File: src/rtl/bp_me_burst_stream_arb.sv
// Purpose : shares one BedRock burst stream (header + data) among num_inputs_p producers;
//           the grant is locked from header through the last data beat, so messages never interleave.
// Latency : 1 arbitration cycle, then header and data beats forwarded combinationally from the locked input.
// Backpressure: downstream ready is steered to the locked input only; all other inputs see ready=0.
//
// Ports:
//   clk_i, reset_i                       clock, synchronous active-high reset
//   in_header_i/in_header_v_i/in_has_data_i/in_header_ready_and_o   per-input header channel (input 0 in LSBs)
//   in_data_i/in_data_v_i/in_last_i/in_data_ready_and_o             per-input data channel
//   out_header_o/out_header_v_o/out_has_data_o/out_header_ready_and_i  merged header channel
//   out_data_o/out_data_v_o/out_last_o/out_data_ready_and_i         merged data channel
//   grant_o  locked input index (debug/perf);  busy_o  high while a message is locked
//
// Build option: define BP_ME_BURST_ARB_FIXED_PRIORITY_EN for fixed priority (lowest index wins);
// the default is round-robin starting after the input that last released the lock.
// header_width_p and data_width_p default to 1 only nominally and must be set by the instantiator.

module bp_me_burst_stream_arb #(
  parameter int num_inputs_p   = 2,
  parameter int header_width_p = 1,
  parameter int data_width_p   = 1,
  localparam int lg_inputs_lp  = (num_inputs_p > 1) ? $clog2(num_inputs_p) : 1
) (
  input  logic                                   clk_i,
  input  logic                                   reset_i,

  input  logic [num_inputs_p*header_width_p-1:0] in_header_i,
  input  logic [num_inputs_p-1:0]                in_header_v_i,
  input  logic [num_inputs_p-1:0]                in_has_data_i,
  output logic [num_inputs_p-1:0]                in_header_ready_and_o,

  input  logic [num_inputs_p*data_width_p-1:0]   in_data_i,
  input  logic [num_inputs_p-1:0]                in_data_v_i,
  input  logic [num_inputs_p-1:0]                in_last_i,
  output logic [num_inputs_p-1:0]                in_data_ready_and_o,

  output logic [header_width_p-1:0]              out_header_o,
  output logic                                   out_header_v_o,
  output logic                                   out_has_data_o,
  input  logic                                   out_header_ready_and_i,

  output logic [data_width_p-1:0]                out_data_o,
  output logic                                   out_data_v_o,
  output logic                                   out_last_o,
  input  logic                                   out_data_ready_and_i,

  output logic [lg_inputs_lp-1:0]                grant_o,
  output logic                                   busy_o
);

  typedef enum logic [1:0] {e_ready, e_header, e_data} state_e;

  state_e                  state_q, state_d;
  logic [lg_inputs_lp-1:0] grant_q, grant_d;
  logic [lg_inputs_lp-1:0] rr_ptr;
  logic                    arb_v;
  logic [lg_inputs_lp-1:0] arb_idx;
  logic                    release_lock;

`ifdef BP_ME_BURST_ARB_FIXED_PRIORITY_EN
  // Search always starts at input 0, so the lowest valid index wins.
  assign rr_ptr = '0;
`else
  logic [lg_inputs_lp-1:0] rr_ptr_q, rr_ptr_d;
  logic [lg_inputs_lp-1:0] grant_inc;

  // Next search start is the input after the one releasing the lock, wrapping at num_inputs_p
  // (not at a power of two).
  assign grant_inc = (grant_q == lg_inputs_lp'(num_inputs_p - 1)) ? '0 : grant_q + 1'b1;
  assign rr_ptr_d  = release_lock ? grant_inc : rr_ptr_q;
  assign rr_ptr    = rr_ptr_q;

  always_ff @(posedge clk_i) begin
    if (reset_i) begin
      rr_ptr_q <= '0;
    end else begin
      rr_ptr_q <= rr_ptr_d;
    end
  end
`endif

  // Round-robin search from rr_ptr. Walking offsets from highest to lowest lets the
  // smallest offset with a valid header overwrite the others and win.
  always_comb begin
    arb_v   = 1'b0;
    arb_idx = '0;
    for (int i = num_inputs_p - 1; i >= 0; i--) begin
      int idx;
      idx = int'(rr_ptr) + i;
      if (idx >= num_inputs_p) begin
        idx = idx - num_inputs_p;
      end
      if (in_header_v_i[idx]) begin
        arb_v   = 1'b1;
        arb_idx = lg_inputs_lp'(idx);
      end
    end
  end

  // Payloads are muxed from the locked input unconditionally; only valids and readies are state gated.
  assign out_header_o   = in_header_i[int'(grant_q)*header_width_p +: header_width_p];
  assign out_has_data_o = in_has_data_i[grant_q];
  assign out_data_o     = in_data_i[int'(grant_q)*data_width_p +: data_width_p];
  assign out_last_o     = in_last_i[grant_q];
  assign grant_o        = grant_q;
  assign busy_o         = (state_q != e_ready);

  always_comb begin
    state_d               = state_q;
    grant_d               = grant_q;
    release_lock          = 1'b0;
    out_header_v_o        = 1'b0;
    out_data_v_o          = 1'b0;
    in_header_ready_and_o = '0;
    in_data_ready_and_o   = '0;

    case (state_q)
      e_ready: begin
        if (arb_v) begin
          grant_d = arb_idx;
          state_d = e_header;
        end
      end

      e_header: begin
        // A producer that drops header valid here stalls the lock; the grant is not revisited.
        out_header_v_o                 = in_header_v_i[grant_q];
        in_header_ready_and_o[grant_q] = out_header_ready_and_i;
        if (in_header_v_i[grant_q] && out_header_ready_and_i) begin
          if (in_has_data_i[grant_q]) begin
            state_d = e_data;
          end else begin
            state_d      = e_ready;
            release_lock = 1'b1;
          end
        end
      end

      e_data: begin
        // No beat count is tracked; the producer's last flag alone ends the message.
        out_data_v_o                 = in_data_v_i[grant_q];
        in_data_ready_and_o[grant_q] = out_data_ready_and_i;
        if (in_data_v_i[grant_q] && out_data_ready_and_i && in_last_i[grant_q]) begin
          state_d      = e_ready;
          release_lock = 1'b1;
        end
      end

      default: begin
        state_d = e_ready;
      end
    endcase
  end

  always_ff @(posedge clk_i) begin
    if (reset_i) begin
      state_q <= e_ready;
      grant_q <= '0;
    end else begin
      state_q <= state_d;
      grant_q <= grant_d;
    end
  end

endmodule

File: config.mk
export PLATFORM = sky130hd
export DESIGN_NAME = bp_me_burst_stream_arb
export DESIGN_NICKNAME = d
export VERILOG_FILES = /design/src/rtl/bp_me_burst_stream_arb.sv
export SDC_FILE = /design/constraint.sdc
export NUM_CORES = 1
export LEC_CHECK = 0
export BUFFER_PORTS_ARGS = -buffer_cell sky130_fd_sc_hd__clkbuf_2
export CAP_MARGIN = 20
export CELL_PAD_IN_SITES_DETAIL_PLACEMENT = 2
export CELL_PAD_IN_SITES_GLOBAL_PLACEMENT = 2
export CORE_MARGIN = 10
export CORE_UTILIZATION = 19
export CTS_CLUSTER_DIAMETER = 120
export DETAILED_ROUTE_END_ITERATION = 16
export GPL_TIMING_DRIVEN = 0
export PLACE_DENSITY = 0.82
export SYNTH_ARGS = -nofsm -noshare
export SYNTH_HDL_FRONTEND = slang
export SYNTH_SLANG_ARGS = --single-unit
File: constraint.sdc
create_clock -name clk_i -period 2.1 [get_ports clk_i]
set_clock_uncertainty 0.05 [all_clocks]
set_input_delay 0.315 -clock clk_i [delete_from_list [all_inputs] [get_ports clk_i]]
set_output_delay 0.315 -clock clk_i [all_outputs]
set_load 0.005 [all_outputs]
==> summary.txt, run 1 <==
Iter 0 DRT Violations = 11
leakage dissipation = 0.301 nW
post-synth top area share = 0.191
Hold WC Path Type = in -> reg
Initial Utilization = 0.207
routed vias = 517
drt total wl = 1670 µm
CTS Root Cell = clkbuf_4
Avg WL per Cell = 15.2 µm
clock sinks = 4
Die Y = 67.0 µm
vias per cell = 4.70
Core Area = 2020 µm²
FF+latch count, synth = 4
WS Path Type = reg -> out
Synth Area per Inst = 7.91 µm²
# diodes = 0
post-CTS setup buffer count = 0
1st-pass router iterations = 3
CP endpoint kind = output pin
Hold Buf Count CTS = 0
Max Clock Freq = 510 MHz
GR Util met2 = 0.141
Max Cap Viol = 0
Syn Nets = 72
Place WS = 378 ps
Final Max Tran Viols = 0
status = finished clean
mapped cell area = 419 µm²
Critical Path RT = 1740 ps
final hold vios = 0
cts repair resizes = 0
M1 GR Usage = 0.0711
Setup-failing EPs final = 0
sequential area share after synthesis = 0.191
Max transition margin = 0.691
die area = 4480 µm²
vias in the first global route = 577
largest net degree at the start of global routing = 11
Crit Path Max Fanout = 10
Mapped Cells = 53
detailed placement HPWL = 1440 µm
CTS H-tree depth = 1
IO Pins = 28
TritonCTS clock tree = done
share of cells above drive strength 1 = 0.422
gr usage total = 0.0785
Worst Max-Slew Pin Slew = 464 ps
TritonCTS buffer count = 3
setup ws final = 141 ps
Clock Latency Late Sink = 240 ps
I/O Buffers = 27
Yosys top cell by area = dfxtp_1
GRT overflow = 0
final period utilization = 0.933
Hold Worst Slack = 285 ps
initial antenna violation count = 0
post-detailed-route count of antenna-violating nets = 0
CP Data Arrival Time = 1590 ps
first-pass GRT wire length = 2710 µm
peak supply drop = 249 µV
Startpoint Class = flop
pwr dens = 628 nW/µm²
RSZ-0062 raised after global routing = no
chip width = 67.0 µm
Layout area overhead = 45.7%
Yosys cell types = 24
DRC = 0
Rows = 16
Final nets = 104
setup TNS = 0 ps
Yosys warnings = 0
buffer depth of the longest clock path = 2
met3 GRT Util = 0.0401
top cells by area, synth = dfxtp_1 19%, mux2_2 11%, ha_1 9.0%, mux2i_1 7.2%, nor2b_1 6.0%
CTS clk-pin slew, worst paths = 40 ps
Tmin final = 1960 ps
Routability Congestion = 0.696
layer with the highest usage = met2
==> area by class of cell <==
cell class	instances	area [µm²]
Multi-Input combinational cell	43	309
Tap cell	27	33.8
Clock buffer	3	22.5
Timing Repair Buffer	27	135
Sequential cell	4	80.1
Fill cell	255	1410
Buffer	2	15.0
Inverter	4	15.0
==> layout by cell type (no fill, tap or decap) <==
cell type | Yosys | final
a211o_1 | 1 | 1
a211oi_1 | 3 | 3
a21oi_1 | 1 | 1
a221oi_1 | 1 | 1
a32oi_1 | 1 | 1
a41oi_1 | 1 | 1
and3_1 | 2 | 2
buf_6 | 1 | 1
clkbuf_1 | 1 | 1
clkbuf_2 | 0 | 27
clkbuf_4 | 0 | 3
dfxtp_1 | 4 | 4
ha_1 | 3 | 3
inv_1 | 4 | 4
mux2_2 | 4 | 4
mux2i_1 | 3 | 3
nand2_1 | 5 | 5
nand2b_1 | 1 | 1
nand3_1 | 3 | 3
nand4_1 | 1 | 1
nand4b_1 | 1 | 1
nor2_1 | 5 | 5
nor2b_1 | 4 | 4
nor3b_1 | 1 | 1
nor4bb_1 | 1 | 1
o21ai_0 | 1 | 1
==> worst max-delay path, cell delays in order, from the launching register on <==
cell	delay [ps]
dfxtp_1	340
buf_6	130
clkbuf_1	380
mux2_2	390
clkbuf_2	110
==> Yosys cell counts, drive strengths merged <==
master,n
nand2b,1
inv,4
a211o,1
nor4bb,1
clkbuf,1
nand3,3
buf,1
nor3b,1
and3,2
mux2,4
nand4b,1
a211oi,3
a21oi,1
dfxtp,4
a41oi,1
nand4,1
a32oi,1
nand2,5
mux2i,3
o21ai,1
nor2b,4
a221oi,1
nor2,5
ha,3
==> metal layers <==
layer	wire length [µm]	vias up
met3	157	4
li1	-	252
met4	37	0
met2	842	19
met5	0	-
met1	633	242
==> state kept, by name, summed over array words and instances, names as in the netlist <==
name / flops
grant_o: 1
rr_ptr: 1
state_q: 2
==> power by group <==
group	total [mW]	switching, mW	internal (mW)	leakage, nW
Clock	0.0963	0.0323	0.0640	0.0138
Combinational	0.192	0.103	0.0889	0.254
Sequential	0.0948	0.00762	0.0872	0.0327
==> metrics by stage <==
step / cells / power (mW) / instance area (µm²) / util
6_report: 110 / 0.384 / 611 / 0.302
5_1_grt: 110 / 0.426 / 611 / 0.302
4_1_cts: 110 / 0.393 / 611 / 0.302
3_5_place_dp: 107 / 0.291 / 588 / 0.291
3_3_place_gp: 107 / 0.283 / 588 / 0.291
2_1_floorplan: 53 / 0.213 / 419 / -
==> final timing paths <==
kind                           start                 endpoint  slack (ps)  cells past startpoint
min                          reset_i     grant_o$_SDFFE_PP0P_         290                      2
max             grant_o$_SDFFE_PP0P_               out_last_o         140                      4
max reg2reg     grant_o$_SDFFE_PP0P_      rr_ptr$_SDFFE_PP0P_         390                      5
min reg2reg  state_q[0]$_SDFFE_PP0P_  state_q[0]$_SDFFE_PP0P_         510                      2
==> logic make-up (layout without fill, tap and decap cells) <==
| family | after synthesis | count (layout) | share of synthesized area |
|---|---|---|---|
| adder cells (fa/ha/maj) | 3 | 3 | 0.0896 |
| AO/OA/AOI/OAI | 9 | 9 | 0.161 |
| flip-flops | 4 | 4 | 0.191 |
| multiplexers | 7 | 7 | 0.179 |
| AND/OR/NAND/NOR | 24 | 24 | 0.307 |
| buffers and inverters | 6 | 36 | 0.0716 |
Note: power is estimated with default switching activity, not from simulation.
==> inputs of run 2 (changes only) <==
--- a/config.mk
+++ b/config.mk
@@ -9,12 +9,12 @@
 export CAP_MARGIN = 20
 export CELL_PAD_IN_SITES_DETAIL_PLACEMENT = 2
 export CELL_PAD_IN_SITES_GLOBAL_PLACEMENT = 2
-export CORE_MARGIN = 10
-export CORE_UTILIZATION = 19
+export CORE_MARGIN = 3
+export CORE_UTILIZATION = 21
 export CTS_CLUSTER_DIAMETER = 120
 export DETAILED_ROUTE_END_ITERATION = 16
 export GPL_TIMING_DRIVEN = 0
-export PLACE_DENSITY = 0.82
+export PLACE_DENSITY = 0.88
 export SYNTH_ARGS = -nofsm -noshare
 export SYNTH_HDL_FRONTEND = slang
 export SYNTH_SLANG_ARGS = --single-unit
==> constraint.sdc (replaced) <==
create_clock -name clk_i -period 2.4 [get_ports clk_i]
set_clock_uncertainty 0.05 [all_clocks]
set_input_delay 0.36 -clock clk_i [delete_from_list [all_inputs] [get_ports clk_i]]
set_output_delay 0.36 -clock clk_i [all_outputs]
set_load 0.005 [all_outputs]
==> summary.txt, run 2 (synthesized netlist as in run 1, its figures left out) <==
status = finished clean
vias per cell = 5.01
share of cells above drive strength 1 = 0.422
Initial Utilization = 0.233
gr usage total = 0.156
CTS Root Cell = clkbuf_4
I/O Buffers = 27
Worst setup endpoint = out_header_o
sequential cell area = 80.1 µm²
CTS H-tree depth = 1
Reg with most FFs = state_q
Iter 0 DRT Violations = 1
die area = 2570 µm²
CTS clk-pin slew, worst paths = 50 ps
1st-pass router iterations = 4
Startpoint Class = flop
Switching Share = 0.397
CP top delay family = buffers and inverters
FF-to-FF setup slack = 590 ps
Max Cap Viol = 0
setup TNS = 0 ps
multi-input gate area in the final layout = 309 µm²
P_sw = 0.139 mW
leakage dissipation = 0.301 nW
RSZ-0062 raised after global routing = no
Hold Buf Count CTS = 0
Setup-failing EPs final = 0
Tmin final = 2080 ps
Hold WC Path Type = in -> reg
fillcell total = 236
WS Path Type = reg -> out
Layout area overhead = 45.1%
drt total wl = 1760 µm
Core Area = 1800 µm²
IO Pins = 28
GRT overflow = 0
Max transition margin = 0.650
Critical Path RT = 1990 ps
TritonCTS buffer count = 3
Max Clock Freq = 481 MHz
DRC = 0
Clock Latency Late Sink = 250 ps
Clk pwr share = 0.264
most common cell after layout, fill and taps aside = clkbuf_2
vias in the first global route = 614
Hold Worst Slack = 334 ps
reg-to-reg endpoint = rr_ptr$_SDFFE_PP0P_
Seq pwr share = 0.237
clock sinks = 4
Die Y = 50.7 µm
max reg flops = 2
Buf/Inv on CP = 3
TritonCTS clock tree = done
WP depth = 4
peak supply drop = 200 µV
combinational power share = 0.500
Crit Path Max Fanout = 10
final period utilization = 0.867
Avg WL per Cell = 16.3 µm
routed vias = 541
Crit path largest cell delay = 420 ps
final hold vios = 0
largest net degree at the start of global routing = 11
CP endpoint kind = output pin
Rows = 15
buffer depth of the longest clock path = 2
P_int = 0.211 mW
Worst Max-Slew Pin Slew = 526 ps
CP Data Arrival Time = 1670 ps
cts repair resizes = 0
# diodes = 0
detailed placement HPWL = 1480 µm
chip width = 50.7 µm
pwr dens = 575 nW/µm²
initial antenna violation count = 0
post-detailed-route count of antenna-violating nets = 0
CP Cell Sequence = buf_6, clkbuf_1, mux2_2, clkbuf_2
commonest non-fill, non-tap cells in the layout = 27 x clkbuf_2, 5 x nand2_1, 5 x nor2_1
Routability Congestion = 0.742
Slowest cell on crit path = clkbuf_1
Register-to-Register Path Depth = 5
post-CTS setup buffer count = 0
Final Max Tran Viols = 0
Worst Setup SP = grant_o$_SDFFE_PP0P_
FF-to-FF Start = grant_o$_SDFFE_PP0P_
Final nets = 104
first-pass GRT wire length = 2930 µm
==> run 2: cell counts in the layout (fill, tap and decap cells not counted) <==
No cell type changed its count.
==> run 2: power by group through the flow <==
stage	combinational (mW)	clock (mW)	sequential (mW)
CTS	0.176	0.0979	0.0827
detailed placement	0.175	0	0.0838
finish	0.175	0.0922	0.0827
global route	0.196	0.102	0.0837
global placement	0.160	0	0.0835
floorplan	0.104	0	0.0825
==> run 2: per-layer routing <==
metal  global-route usage  routed length [µm]  up-vias
met5                    0                   0        -
met4               0.0717                  55        0
met3               0.0623                  74        6
met2                0.263                 910       18
met1                0.170                 722      264
li1                     -                   -      253
==> run 2: area by class of cell <==
class / count / share of cell area
Buffer: 2 / 0.0247
Clock buffer: 3 / 0.0370
Inverter: 4 / 0.0247
Multi-Input combinational cell: 43 / 0.508
Sequential cell: 4 / 0.132
Tap cell: 25 / 0.0514
Timing Repair Buffer: 27 / 0.222
==> run 2: how the worst min path moves through the flow <==
stage                            start                       to  slack, ps  cells past startpoint
3_3_place_gp   state_q[0]$_SDFFE_PP0P_  state_q[0]$_SDFFE_PP0P_        480                      2
5_1_grt                        reset_i     grant_o$_SDFFE_PP0P_        350                      2
3_5_place_dp   state_q[0]$_SDFFE_PP0P_  state_q[0]$_SDFFE_PP0P_        510                      2
6_report                       reset_i     grant_o$_SDFFE_PP0P_        330                      2
2_1_floorplan                  reset_i     grant_o$_SDFFE_PP0P_        380                      1
4_1_cts                        reset_i     grant_o$_SDFFE_PP0P_        330                      2
==> run 2: metrics by stage <==
step | util | setup WS, ps | power, mW | std cells | area (µm²)
4_1_cts | 0.338 | 307 | 0.357 | 108 | 608
6_report | 0.338 | 320 | 0.350 | 108 | 608
3_5_place_dp | 0.325 | 579 | 0.259 | 105 | 586
3_3_place_gp | 0.325 | 654 | 0.244 | 105 | 586
2_1_floorplan | - | 847 | 0.186 | 53 | 419
5_1_grt | 0.338 | 253 | 0.381 | 108 | 608
